===== src/rtl/fifo_pkg.sv =====
// Shared constants, pointer-width helper and status-flag struct for the FIFO buffer.
package fifo_pkg;

  localparam int unsigned DefaultDataW = 8;
  localparam int unsigned DefaultDepth = 16;

  // Pointers carry one extra wrap bit above the storage index.
  function automatic int unsigned ptr_width(input int unsigned depth);
    return $clog2(depth) + 1;
  endfunction

  typedef struct packed {
    logic full;
    logic empty;
    logic overflow;
    logic underflow;
  } status_t;

endpackage


===== src/rtl/fifo_ram.sv =====
// Simple dual-port storage: one synchronous write port, one synchronous read port, no reset.
module fifo_ram #(
  parameter int unsigned DataW = 8,
  parameter int unsigned Depth = 16,
  localparam int unsigned AddrW = $clog2(Depth)
) (
  input  logic             clk_i,
  input  logic             wr_en_i,
  input  logic [AddrW-1:0] wr_addr_i,
  input  logic [DataW-1:0] wr_data_i,
  input  logic             rd_en_i,
  input  logic [AddrW-1:0] rd_addr_i,
  output logic [DataW-1:0] rd_data_o
);

  logic [DataW-1:0] mem_q [Depth];
  logic [DataW-1:0] rd_data_q;

  // Write on strobe; read register only updates on an accepted read so it holds otherwise.
  always_ff @(posedge clk_i) begin
    if (wr_en_i) begin
      mem_q[wr_addr_i] <= wr_data_i;
    end
    if (rd_en_i) begin
      rd_data_q <= mem_q[rd_addr_i];
    end
  end

  assign rd_data_o = rd_data_q;

endmodule


===== src/rtl/fifo_buffer.sv =====
// Synchronous FIFO with registered status, sticky overflow/underflow and 1-cycle read latency.
// Optional almost_full/almost_empty outputs are built when FIFO_ALMOST_FLAGS_EN is defined.
module fifo_buffer
  import fifo_pkg::*;
#(
  parameter int unsigned DATA_W    = DefaultDataW,
  parameter int unsigned DEPTH     = DefaultDepth,
  parameter int unsigned ALMOST_TH = 2,
  localparam int unsigned PtrW     = ptr_width(DEPTH)
) (
  input  logic              clk,
  input  logic              rst_n,
  input  logic              en_put,
  input  logic [DATA_W-1:0] data_in,
  input  logic              en_get,
  output logic [DATA_W-1:0] data_out,
  output logic              full,
  output logic              empty,
  output logic [PtrW-1:0]   count,
  output logic              overflow,
  output logic              underflow
`ifdef FIFO_ALMOST_FLAGS_EN
  ,
  output logic              almost_full,
  output logic              almost_empty
`endif
);

  logic [PtrW-1:0]   wr_ptr_q, wr_ptr_d;
  logic [PtrW-1:0]   rd_ptr_q, rd_ptr_d;
  logic [PtrW-1:0]   count_q, count_d;
  status_t           status_q, status_d;
  logic              rd_valid_q;
  logic              put_ok, get_ok;
  logic [DATA_W-1:0] ram_rd_data;

  // Next-state for pointers, occupancy and flags; status is judged on pre-edge values.
  always_comb begin
    status_d           = status_q;
    put_ok             = en_put && !status_q.full;
    get_ok             = en_get && !status_q.empty;
    wr_ptr_d           = wr_ptr_q + PtrW'(put_ok);
    rd_ptr_d           = rd_ptr_q + PtrW'(get_ok);
    count_d            = count_q + PtrW'(put_ok) - PtrW'(get_ok);
    status_d.empty     = (wr_ptr_d == rd_ptr_d);
    status_d.full      = (wr_ptr_d[PtrW-1] != rd_ptr_d[PtrW-1]) &&
                         (wr_ptr_d[PtrW-2:0] == rd_ptr_d[PtrW-2:0]);
    status_d.overflow  = status_q.overflow | (en_put & status_q.full);
    status_d.underflow = status_q.underflow | (en_get & status_q.empty);
  end

  // State registers; flags come out of flops so there is no input-to-status path.
  always_ff @(posedge clk or negedge rst_n) begin
    if (!rst_n) begin
      wr_ptr_q   <= '0;
      rd_ptr_q   <= '0;
      count_q    <= '0;
      status_q   <= '{full: 1'b0, empty: 1'b1, overflow: 1'b0, underflow: 1'b0};
      rd_valid_q <= 1'b0;
    end else begin
      wr_ptr_q   <= wr_ptr_d;
      rd_ptr_q   <= rd_ptr_d;
      count_q    <= count_d;
      status_q   <= status_d;
      rd_valid_q <= rd_valid_q | get_ok;
    end
  end

  fifo_ram #(
    .DataW (DATA_W),
    .Depth (DEPTH)
  ) u_ram (
    .clk_i     (clk),
    .wr_en_i   (put_ok),
    .wr_addr_i (wr_ptr_q[PtrW-2:0]),
    .wr_data_i (data_in),
    .rd_en_i   (get_ok),
    .rd_addr_i (rd_ptr_q[PtrW-2:0]),
    .rd_data_o (ram_rd_data)
  );

  // The RAM read register has no reset; mask it to zero until a get has loaded it since reset.
  assign data_out  = rd_valid_q ? ram_rd_data : '0;
  assign full      = status_q.full;
  assign empty     = status_q.empty;
  assign count     = count_q;
  assign overflow  = status_q.overflow;
  assign underflow = status_q.underflow;

`ifdef FIFO_ALMOST_FLAGS_EN
  logic almost_full_q, almost_empty_q;

  // Almost flags track post-edge occupancy like the other status outputs.
  always_ff @(posedge clk or negedge rst_n) begin
    if (!rst_n) begin
      almost_full_q  <= 1'b0;
      almost_empty_q <= 1'b1;
    end else begin
      almost_full_q  <= (count_d >= PtrW'(DEPTH - ALMOST_TH));
      almost_empty_q <= (count_d <= PtrW'(ALMOST_TH));
    end
  end

  assign almost_full  = almost_full_q;
  assign almost_empty = almost_empty_q;
`endif

endmodule


===== config.mk =====
export PLATFORM = sky130hd
export DESIGN_NAME = fifo_buffer
export DESIGN_NICKNAME = d
export VERILOG_FILES = /design/src/rtl/fifo_pkg.sv /design/src/rtl/fifo_ram.sv /design/src/rtl/fifo_buffer.sv
export SDC_FILE = /design/constraint.sdc
export NUM_CORES = 1
export LEC_CHECK = 0
export ABC_AREA = 1
export CORE_UTILIZATION = 65
export CTS_CLUSTER_DIAMETER = 100
export CTS_CLUSTER_SIZE = 24
export DETAILED_ROUTE_END_ITERATION = 7
export PLACE_DENSITY = 0.85
export SYNTH_ARGS = -nofsm -noshare
export SYNTH_HDL_FRONTEND = slang
export SYNTH_HIERARCHICAL = 1
export SYNTH_SLANG_ARGS = --single-unit

===== constraint.sdc =====
create_clock -name clk -period 3.22 [get_ports clk]
set_clock_uncertainty 0.1 [all_clocks]
set_input_delay 0.644 -clock clk [delete_from_list [all_inputs] [get_ports clk]]
set_output_delay 0.644 -clock clk [all_outputs]
set_load 0.005 [all_outputs]

==> results by group <==
CTS
  • CTS clk-pin slew, worst paths: 0.06 ns
  • Num CTS Buffers: 17
  • Bufs on Longest Clock Path: 2
  • H-tree depth: 4
  • Hold Buf Count CTS: 0
  • Clock sink count: 156
  • CTS tree: yes
  • Post-CTS Repair Setup Buffers: 0
  • Worst-Skew Late Latency: 0.54 ns
  • Root Buffer: clkbuf_8
  • Gates resized, CTS repair: 0

Global routing
  • Overall Global Routing Usage: 0.3063
  • First-pass GRT wire length: 24410 um
  • Initial antenna violation count: 0
  • Largest net degree at the start of global routing: 67
  • Vias in the first global route: 4722
  • Grt total ovfl: 0

Cells and area
  • Core Util, Final: 0.7593
  • Finished Layout Cells: 848
  • Fill count: 625
  • ANT cells: 0
  • Area growth syn-to-layout: 13.27%
  • Final #Nets: 719
  • Fin area: 7839 um^2
  • Layout cell share with drive strength beyond 1: 0.07444

Synth
  • Synth cell types: 26
  • Sequential-to-total area share from yosys stat: 0.6626
  • Simple-Gate Fraction of Synth Area: 0.2045
  • Synth Area in Adders: 0.01555
  • Register bit total from synthesis: 156
  • Synth Area in Compound Gates: 0.005424
  • Synthesized Nets: 685
  • XOR/XNOR Fraction of Synth Area: 0.02061
  • Post-synthesis instance area: 6920 um^2
  • Synth Instances: 665
  • Main combinational cell family by area after synthesis: simple AND/OR/NAND/NOR gates
  • Syn avg cell area: 10.41 um^2
  • Count of yosys warnings during synthesis: 6
  • Mux cell area share after synthesis: 0

Die
  • Die H: 105.2 um
  • Core Box Area: 10320 um^2
  • Die area: 11060 um^2
  • Num ports: 29
  • DIE WIDTH: 105.2 um
  • Row Count: 37
  • Initial core utilization: 0.6703

Status
  • Status: complete, no violations

STA
  • Fin crit share: 0.7836
  • Final Hold Viols: 0
  • Final setup vio count: 0
  • Final Max Slew Viols: 0
  • Worst Slack Setup Final: 0.6968 ns
  • RSZ-0062 raised after global routing: false
  • Fmax: 396.3 MHz
  • Hold Slack: 0.3611 ns
  • Setup_tns: 0 ns
  • Worst slew pin tran: 1.050 ns
  • Max-slew headroom: 0.2993
  • Min Tclk post-route: 2.523 ns

Routing
  • Vias per cell: 5.686
  • DRT Pass-1 Iters: 6
  • Via Count: 4822
  • Residual DRC: 0
  • Starting DRC count in detailed routing: 779
  • Post-DRT Antenna Nets: 0
  • WL final: 15360 um
  • Drt wl/cell: 18.11 um

Critical path
  • CP arrival: 2.85 ns
  • Worst setup EP type: flop
  • Critical Path Fanout Max: 6
  • CP required: 3.54 ns
  • Worst reg2reg path depth: 8
  • CP Launch Type: input pin
  • Kind of critical path: input pin to flop

Run
  • Max cap viols: 0

Placed design
  • Placement Setup Slack: 0.2745 ns
  • Hpwl dp: 9643 um
  • Area post-placement: 7292 um^2
  • Cell count after placement: 816
  • Buffers added on ports: 28
  • RePlAce Congestion: 0.8637

Power and ir drop
  • VDD IR max: 1.140 mV
  • Sw Pwr: 2.663 mW
  • P_leak: 3.455 nW
  • Sw Share: 0.3691
  • Overall power: 7.213 mW
  • Combinational share of power: 0.356
  • PwrDens: 920.2 nW/um^2
  • Reg power frac: 0.396
  • Clock power frac: 0.248
  • Internal power: 4.551 mW

Min path
  • Hold Crit Depth: 1
  • Min-delay worst type: flop to flop
-- power by group through the flow --
stage	logic, mW	registers (mW)	clock network, mW
after global placement	2.38	2.87	0
after detailed placement	2.49	2.88	0
after CTS	2.53	2.85	1.81
final	2.57	2.86	1.79
after floorplan	1.82	2.80	0
after global routing	2.84	2.89	1.89
-- layout by cell type, fill, tap and decap left out, types with 3 or more instances in the layout --
master	count
clkinv_4	5
xnor2_1	5
nand2_1	201
ha_1	7
dfrtp_1	18
buf_4	12
clkinvlp_4	4
nand3b_1	3
clkdlybuf4s50_1	28
clkbuf_16	17
edfxtp_1	136
nor2_1	24
clkinv_2	4
inv_1	121
nand3_1	103
xor2_1	5
-- registers in the layout, indices dropped and copies added (netlist names) --
signal	cells
rd_valid_q	1
full	1
wr_ptr_q	5
empty	1
underflow	1
rd_ptr_q	5
u_ram/mem_q	128
overflow	1
u_ram/rd_data_o	8
count	5
-- critical path, stage by stage --
cell and delay, ns:
clkdlybuf4s50_1 0.49, inv_1 0.06, nor2_1 0.42, ha_1 0.31, ha_1 0.26, nor2_1 0.07, nor2_1 0.22, nand2_1 0.12
nand3_1 0.10, nor2_1 0.04, nand2_1 0.07, nor2_1 0.04
-- kinds of logic (layout without fill, tap and decap cells) --
| family | after synthesis | after routing |
|---|---|---|
| XOR/XNOR | 12 | 12 |
| buffers and inverters | 148 | 195 |
| adder cells (fa/ha/maj) | 8 | 8 |
| flip-flops | 156 | 156 |
| AO/OA/AOI/OAI | 6 | 6 |
| AND/OR/NAND/NOR | 335 | 335 |
-- path summary, 6_finish.rpt --
path                              from       end  slack [ns]
setup / recovery                en_put      full        0.70
hold reg to reg               overflow  overflow        0.36
setup reg to reg           rd_ptr_q[0]      full        0.78
hold / removal                overflow  overflow        0.36
max in group asynchronous        rst_n     empty        1.99
min in group asynchronous        rst_n  count[4]        0.38
-- Yosys cell counts --
master / n / share of area
buf_2: 13 / 0.0094
nand4_1: 1 / 0.00090
nand3_2: 2 / 0.0029
nor2_1: 24 / 0.013
dfstp_2: 1 / 0.0038
inv_1: 121 / 0.066
dfrtp_1: 19 / 0.069
buf_6: 6 / 0.0098
ha_1: 7 / 0.013
nand2_1: 201 / 0.11
or2_2: 1 / 0.00090
nand3b_1: 3 / 0.0033
edfxtp_1: 136 / 0.59
a21o_1: 2 / 0.0022
buf_1: 1 / 0.00054
xnor2_1: 5 / 0.0063
o21bai_1: 1 / 0.0011
clkbuf_1: 1 / 0.00054
xor2_1: 5 / 0.0063
inv_2: 2 / 0.0011
xnor2_4: 2 / 0.0080
buf_4: 4 / 0.0043
fa_1: 1 / 0.0029
nand3_1: 103 / 0.074
o21ai_0: 1 / 0.00072
a21oi_1: 2 / 0.0014
-- layout make-up --
cell class              instances  area [um^2]  share of cell area
repair buffers                 40        370.4             0.04725
inverters                     123        461.7             0.05890
well taps                     136        170.2             0.02171
clock buffers                  19        452.9             0.05778
clock inverters                13        93.84             0.01197
multi-input cells             361         1703              0.2172
flip-flops and latches        156         4587              0.5852
-- metal layers --
metal  vias to the layer above  track usage  share of wire
met4                         0       0.1640          0.037
met1                      2252       0.3871           0.38
met3                        56      0.07860          0.094
li1                       2199            -              -
met5                         -            0              0
met2                       315       0.4887           0.49
Power figures use the tool's default switching activity.
